### src/rtl/prog_delay_line.sv
// Programmable delay line: circular buffer of MAX_DEPTH samples (data plus valid)
// with a runtime-loadable delay of 1..MAX_DEPTH advance cycles and a gated, registered output.
module prog_delay_line #(
  parameter  int WIDTH     = 8,
  parameter  int MAX_DEPTH = 32,
  localparam int SW        = $clog2(MAX_DEPTH)
) (
  input  logic             clk,
  input  logic             reset,
  input  logic             en,
  input  logic [WIDTH-1:0] in_data,
  input  logic             in_valid,
  input  logic [SW-1:0]    delay_sel,
  input  logic             delay_load,
  output logic [WIDTH-1:0] out_data,
  output logic             out_valid,
  output logic             primed,
  output logic [SW-1:0]    delay_cur
);

  logic [WIDTH:0]   mem_q [MAX_DEPTH];
  logic [SW-1:0]    wp_q, wp_d;
  logic [SW-1:0]    delay_q, delay_d;
  logic [SW:0]      fill_q, fill_d;
  logic [WIDTH-1:0] out_data_q, out_data_d;
  logic             out_valid_q, out_valid_d;
  logic             primed_q, primed_d;

  logic [SW:0]      depth;
  logic [SW-1:0]    rd_ptr;
  logic [WIDTH:0]   rd_word;
  logic             full;
  logic             wr_en;

  // Fill count saturates at the active depth.
  function automatic logic [SW:0] fill_step(input logic [SW:0] f, input logic [SW:0] lim);
    return (f >= lim) ? lim : f + (SW+1)'(1);
  endfunction

  // Read D entries behind the write pointer; at D = MAX_DEPTH this is the
  // entry being overwritten this cycle, read before the write lands.
  assign depth   = {1'b0, delay_q} + (SW+1)'(1);
  assign rd_ptr  = wp_q - delay_q - SW'(1);
  assign rd_word = mem_q[rd_ptr];
  assign full    = (fill_q == depth);
  assign wr_en   = en & ~reset;

  always_comb begin
    wp_d        = wp_q;
    delay_d     = delay_q;
    fill_d      = fill_q;
    out_data_d  = out_data_q;
    out_valid_d = out_valid_q;
    primed_d    = primed_q;
    if (delay_load) begin
      // New regime: the sample written on this edge (if any) is fill count 1.
      delay_d     = delay_sel;
      fill_d      = en ? (SW+1)'(1) : '0;
      out_data_d  = '0;
      out_valid_d = 1'b0;
      primed_d    = 1'b0;
      if (en) wp_d = wp_q + SW'(1);
    end else if (en) begin
      wp_d        = wp_q + SW'(1);
      fill_d      = fill_step(fill_q, depth);
      primed_d    = full;
      out_data_d  = full ? rd_word[WIDTH-1:0] : '0;
      out_valid_d = full ? rd_word[WIDTH] : 1'b0;
    end
  end

  always_ff @(posedge clk) begin
    if (reset) begin
      wp_q        <= '0;
      delay_q     <= SW'(MAX_DEPTH - 1);
      fill_q      <= '0;
      out_data_q  <= '0;
      out_valid_q <= 1'b0;
      primed_q    <= 1'b0;
    end else begin
      wp_q        <= wp_d;
      delay_q     <= delay_d;
      fill_q      <= fill_d;
      out_data_q  <= out_data_d;
      out_valid_q <= out_valid_d;
      primed_q    <= primed_d;
    end
  end

  // Storage is never reset; stale entries are masked until the line is full.
  always_ff @(posedge clk) begin
    if (wr_en) mem_q[wp_q] <= {in_valid, in_data};
  end

  assign out_data  = out_data_q;
  assign out_valid = out_valid_q;
  assign primed    = primed_q;
  assign delay_cur = delay_q;

endmodule

### config.mk
export PLATFORM = sky130hd
export DESIGN_NAME = prog_delay_line
export DESIGN_NICKNAME = d
export VERILOG_FILES = /design/src/rtl/prog_delay_line.sv
export SDC_FILE = /design/constraint.sdc
export NUM_CORES = 1
export LEC_CHECK = 0
export ABC_AREA = 1
export CAP_MARGIN = 20
export CORE_ASPECT_RATIO = 1.75
export CORE_MARGIN = 1.5
export CORE_UTILIZATION = 43
export DETAILED_ROUTE_END_ITERATION = 8
export PLACE_DENSITY = 0.65
export SLEW_MARGIN = 20
export SYNTH_ARGS = -nofsm -noshare
export SYNTH_HDL_FRONTEND = slang
export SYNTH_SLANG_ARGS = --single-unit
### constraint.sdc
create_clock -name clk -period 2.46 [get_ports clk]
set_input_delay 0.369 -clock clk [delete_from_list [all_inputs] [get_ports clk]]
set_output_delay 0.369 -clock clk [all_outputs]
set_load 0.02 [all_outputs]
Word-level counts from Yosys, hierarchy flattened:

Memory sizes are Yosys's and may differ from the RTL's.
Index checks and enable logic that the tools add are counted.

* bits in registers: 26
* RAM bits: 288
* input bits: 18
* output and inout port bits: 15
* word-level logic and storage cells: 26
* memories kept: 1

* $add $sub $neg: 5
* order comparisons: 1
* eq/ne operators: 1
* multiplexer cells: 8
* bitwise logic cells: 2
* reduce and logical (&&, ||, !) cells: 2

Memory list
* mem_q: words 32, width 9, rd ports 1, clocked after Yosys merged registers in 0, wr ports 1, line 21 `logic [WIDTH:0] mem_q [MAX_DEPTH];`

Operators with widths (number)
* two-way mux 6 bit: 3
* two-way mux 8 bit: 1
* adder 5 x 1 -> 6 bit (second input constant): 1
* adder 6 x 1 -> 6 bit (second input constant): 1
* equality test 6 bit: 1
* >= comparator 6 bit: 1
* adder 5 x 1 -> 5 bit (second input constant): 1
* subtractor 5 x 1 -> 5 bit (second input constant): 1
* subtractor 5 bit: 1
* two-way mux 1 bit: 4
* nonzero test 2 bit: 1
* OR reduction 2 bit: 1
* AND 1 bit: 1
* NOT 1 bit: 1

Longest topological paths before layout:

* word-level depth: 5
* gate-level depth with buffers: 15
* depth with buffers taken out: 14

Worst setup path before layout:

OpenSTA, ideal clock, no wires.

* path type: flip-flop to flip-flop
* start point: register delay_q[0] (netlist: delay_cur[0])
* end point: register out_data_q[5] (netlist: out_data[5])
* setup time: 0.121 ns
* arrival time: 2.138 ns
* data required time: 2.339 ns
* slack: 0.201 ns
* stages on the path, launching flop included: 15
* path buffers: 2
* clock period less this slack: 2.259 ns
* cell sequence: dfxtp_1 inv_1 ha_1 inv_1 fa_1 buf_2 inv_2 buf_2 nand3_1 nand2_1 nand2_1 nand3_1 nand3_1 nand3_1 a21oi_1

* cells in the longest elaborated chain, start to end: 4
* elaborated cells between the ends (all ways): 6
* those cells by class: add/sub: 3; eq/ne: 1; mux: 1; memory: 1

RTL lines
* start: declaration: line 23 `logic [SW-1:0] delay_q, delay_d;`
* start signal: assignment: line 75 `delay_q <= SW'(MAX_DEPTH - 1);`
* start signal: assignment: line 82 `delay_q <= delay_d;`
* subtractor 5 bit: line 43 `assign rd_ptr = wp_q - delay_q - SW'(1);`
* subtractor 5 x 1 -> 5 bit: line 43
* memory (32 x 9 bit)
* two-way mux 8 bit (*): line 67 `out_data_d = full ? rd_word[WIDTH-1:0] : '0;`
* end signal: assignment: line 84 `out_data_q <= out_data_d;`
* end: declaration: line 25 `logic [WIDTH-1:0] out_data_q, out_data_d;`

Every way passes the cells marked *; elsewhere a longest branch is shown, timed or not.
A chain may end at the register's enable or synchronous reset.

Worst setup path in the final report:

* start point: register delay_q[0] (netlist: delay_cur[0])
* end point: register out_valid_q (netlist: out_valid)

* cells in the longest elaborated chain, start to end: 4
* elaborated cells between the ends (all ways): 6
* those cells by class: add/sub: 3; eq/ne: 1; mux: 1; memory: 1

RTL lines
* subtractor 5 bit: line 43
* subtractor 5 x 1 -> 5 bit: line 43
* memory (32 x 9 bit)
* two-way mux 1 bit (*): line 68 `out_valid_d = full ? rd_word[WIDTH] : 1'b0;`
* end signal: assignment: line 85 `out_valid_q <= out_valid_d;`
* end: declaration: line 26 `logic out_valid_q, out_valid_d;`

Marked as above.

==> insert_results.sql <==
INSERT INTO impl_metrics (metric_group, metric, value, unit) VALUES
('critical_path', 'ff2ff_path_depth', '13', ''),
('critical_path', 'worstReg2RegEnd', 'out_valid', ''),
('global_routing', 'grt_first_pass_wirelength', '53600', 'µm'),
('sta', 'relSlewSlack', '0.585', ''),
('critical_path', 'regToRegSetupSlack', '0.07', 'ns'),
('critical_path', 'rr_startpoint', 'delay_cur[0]', ''),
('hold_path', 'hold-path-cell-count', '3', ''),
('clock_network', 'clock_tree_from_tritoncts', 'yes', ''),
('sta', 'setup_violations', '0', ''),
('cells_and_area', 'drive_above_1_share', '0.125', ''),
('yosys', 'synth.ff_latch_count', '314', ''),
('yosys', 'synth_area_per_cell', '10.9', 'µm²'),
('critical_path', 'worst_path_most_repeated_cell', 'sky130_fd_sc_hd__nand3_1', ''),
('clock_network', 'clock_insertion_delay_worst_skew', '0.55', 'ns'),
('routing', 'detail_route.vias_per_cell', '5.46', ''),
('cells_and_area', 'area.sequential', '9170', 'µm²'),
('placed_design', 'detailedPlace.worstSlack', '0.0185', 'ns'),
('routing', 'dr_wl_met3', '1810', 'µm'),
('clock_network', 'cts_max_path_buffers', '3', ''),
('critical_path', 'cp-end-kind', 'flop', ''),
('clock_network', 'clkSinkCount', '314', ''),
('sta', 'finalCritPeriodShare', '0.971', ''),
('sta', 'slew_viol_final', '0', ''),
('clock_network', 'cts_hold_buffers', '0', ''),
('routing', 'routed.top_layer', 'met4', ''),
('sta', 'setup_tns', '0', 'ns'),
('sta', 'final_critical_path_setup_slack', '0.0705', 'ns'),
('clock_network', 'cts_root_buf', 'sky130_fd_sc_hd__clkbuf_16', ''),
('yosys', 'postSynth.asyncResetShare', '0', ''),
('yosys', 'synthesis.yosys.warnings', '0', ''),
('cells_and_area', 'postLayoutCellArea', '15600', 'µm²'),
('yosys', 'netlist.top_cell.by_area', 'sky130_fd_sc_hd__edfxtp_1', ''),
('cells_and_area', 'multiInputGateArea', '3790', 'µm²'),
('critical_path', 'cp_max_fo', '28', ''),
('placed_design', 'numPortBuffers', '32', ''),
('routing', 'drt-wirelength-per-cell', '20.6', 'µm'),
('placed_design', 'placed_area', '14500', 'µm²'),
('yosys', 'yosys.area.top_type_share', '0.650', ''),
('power', 'peak_ir_drop_on_the_vdd_network', '0.664', 'mV'),
('yosys', 'dominantRegCellSynth', 'sky130_fd_sc_hd__edfxtp_1', ''),
('sta', 'period_minus_slack', '2.39', 'ns'),
('die', 'rows', '85', ''),
('global_routing', 'grt_antenna_before_repair', '0', ''),
('outcome', 'status', 'completed', ''),
('routing', 'length_of_routed_met2_wiring', '18600', 'µm'),
('power', 'static-leakage-power', '0.00590', 'µW'),
('global_routing', 'globalRouteTotalUtil', '0.223', ''),
('cells_and_area', 'nets', '1349', ''),
('placed_design', 'place_hpwl', '22600', 'µm'),
('routing', 'routed_wl', '35500', 'µm'),
('critical_path', 'worstSetupStartpointType', 'flop', ''),
('critical_path', 'timing.critical_path.slowest_cell_delay', '0.67', 'ns'),
('critical_path', 'timing.critical_path.arrival', '2.87', 'ns'),
('yosys', 'synthesis.nets', '1260', ''),
('sta', 'worst-slew-pin-transition', '0.621', 'ns'),
('critical_path', 'cp_cell_sequence', 'inv_2 > ha_4 > inv_1 > fa_2 > inv_4 > buf_12 > nand3_2 > nand2_1 > nand2_1 > nand3_1 > nand3_1 > nand3_1 > a21oi_1', ''),
('yosys', 'post_synth_most_frequent_cells', 'sky130_fd_sc_hd__nand2_1, sky130_fd_sc_hd__edfxtp_1, sky130_fd_sc_hd__nand3_1', ''),
('cells_and_area', 'antenna_cells_inserted', '0', ''),
('global_routing', 'grt_pass1_vias', '9513', ''),
('sta', 'achievable-frequency', '0.418', 'GHz'),
('yosys', 'synth.cell_area', '13300', 'µm²'),
('die', 'coreArea', '30600', 'µm²'),
('yosys', 'synth-edff-count', '288', ''),
('sta', 'hold_viol', '0', ''),
('sta', 'fin_skew', '0.00973', 'ns'),
('cells_and_area', 'fillCellCount', '2703', ''),
('yosys', 'ys_seq_area_frac', '0.689', ''),
('routing', 'antenna_violating_nets_post_route', '0', ''),
('critical_path', 'worst-endpoint-required', '2.94', 'ns'),
('flow_run', 'drv.max_cap_violation_count', '0', ''),
('routing', 'detailedRoute.firstPassIterationCount', '5', '');
-- cell type report --
class	count	area share
well taps	391	0.0313
clock buffers	28	0.0435
flip-flops and latches	314	0.587
clock inverters	21	0.0148
inverters	30	0.00753
repair buffers	120	0.0728
multi-input cells	821	0.243
-- through the flow --
stage / cells / hold slack (ns) / power, µW
4_1_cts: 1720 / 0.414 / 12100
5_1_grt: 1725 / 0.437 / 12600
3_5_place_dp: 1671 / 0.478 / 7780
2_1_floorplan: 1225 / 0.468 / 7080
6_report: 1725 / 0.432 / 12200
3_3_place_gp: 1671 / 0.461 / 7770
-- cell families (layout without fill, tap and decap cells) --
group | Yosys count | count (layout) | synth area share
xor+xnor | 6 | 6 | 0.00395
flops | 314 | 314 | 0.689
fa+ha+maj | 17 | 17 | 0.0166
buf+inv | 90 | 199 | 0.0358
compound gates | 41 | 41 | 0.0158
simple gates | 757 | 757 | 0.239
-- state kept, by name (all words and copies together), names as in the netlist --
| name | cells |
|---|---|
| wp_q | 5 |
| out_data | 8 |
| mem_q | 288 |
| fill_q | 6 |
| delay_cur | 5 |
| out_valid | 1 |
| primed | 1 |
-- worst max-delay path by stage --
| stage | end |
|---|---|
| 5_1_grt | out_data[7] |
| 3_5_place_dp | mem_q[13][2] |
| 3_3_place_gp | mem_q[13][0] |
| 4_1_cts | out_data[3] |
| 2_1_floorplan | out_data[5] |
| 6_report | out_valid |
-- layout by cell type (no fill, tap or decap), types with 17 or more instances in the layout --
cell type                         Yosys  final
sky130_fd_sc_hd__nand2_1            462    459
sky130_fd_sc_hd__edfxtp_1           288    288
sky130_fd_sc_hd__nand3_1            239    221
sky130_fd_sc_hd__buf_4                5     75
sky130_fd_sc_hd__nor2_1              43     41
sky130_fd_sc_hd__clkdlybuf4s50_1      0     32
sky130_fd_sc_hd__clkbuf_16            0     29
sky130_fd_sc_hd__inv_1               27     26
sky130_fd_sc_hd__a21oi_1             26     26
sky130_fd_sc_hd__dfxtp_1             26     25
sky130_fd_sc_hd__nand3_2              0     17
-- metal layers --
metal,up-vias,GRT usage
li1,4394,-
met1,4558,0.252
met2,348,0.397
met3,122,0.0213
met4,0,0.139
met5,-,0
-- critical path, delay by kind of cell (launching register included) --
| kind | cells | cell delay [ns] |
|---|---|---|
| fa+ha+maj | 2 | 0.80 |
| simple gates | 6 | 0.66 |
| flops | 1 | 0.32 |
| buf+inv | 4 | 0.41 |
| compound gates | 1 | 0.12 |
-- power by group --
group	internal, µW	switching, µW
combinational	628	1300
clock	2530	1890
sequential	5850	19.9
-- what timing repair did --
item	CTS	global route
setup endpoints to repair	0	13
gates resized for setup	0	30
buffers inserted	0	3
Note: power is estimated with default switching activity, not from simulation.
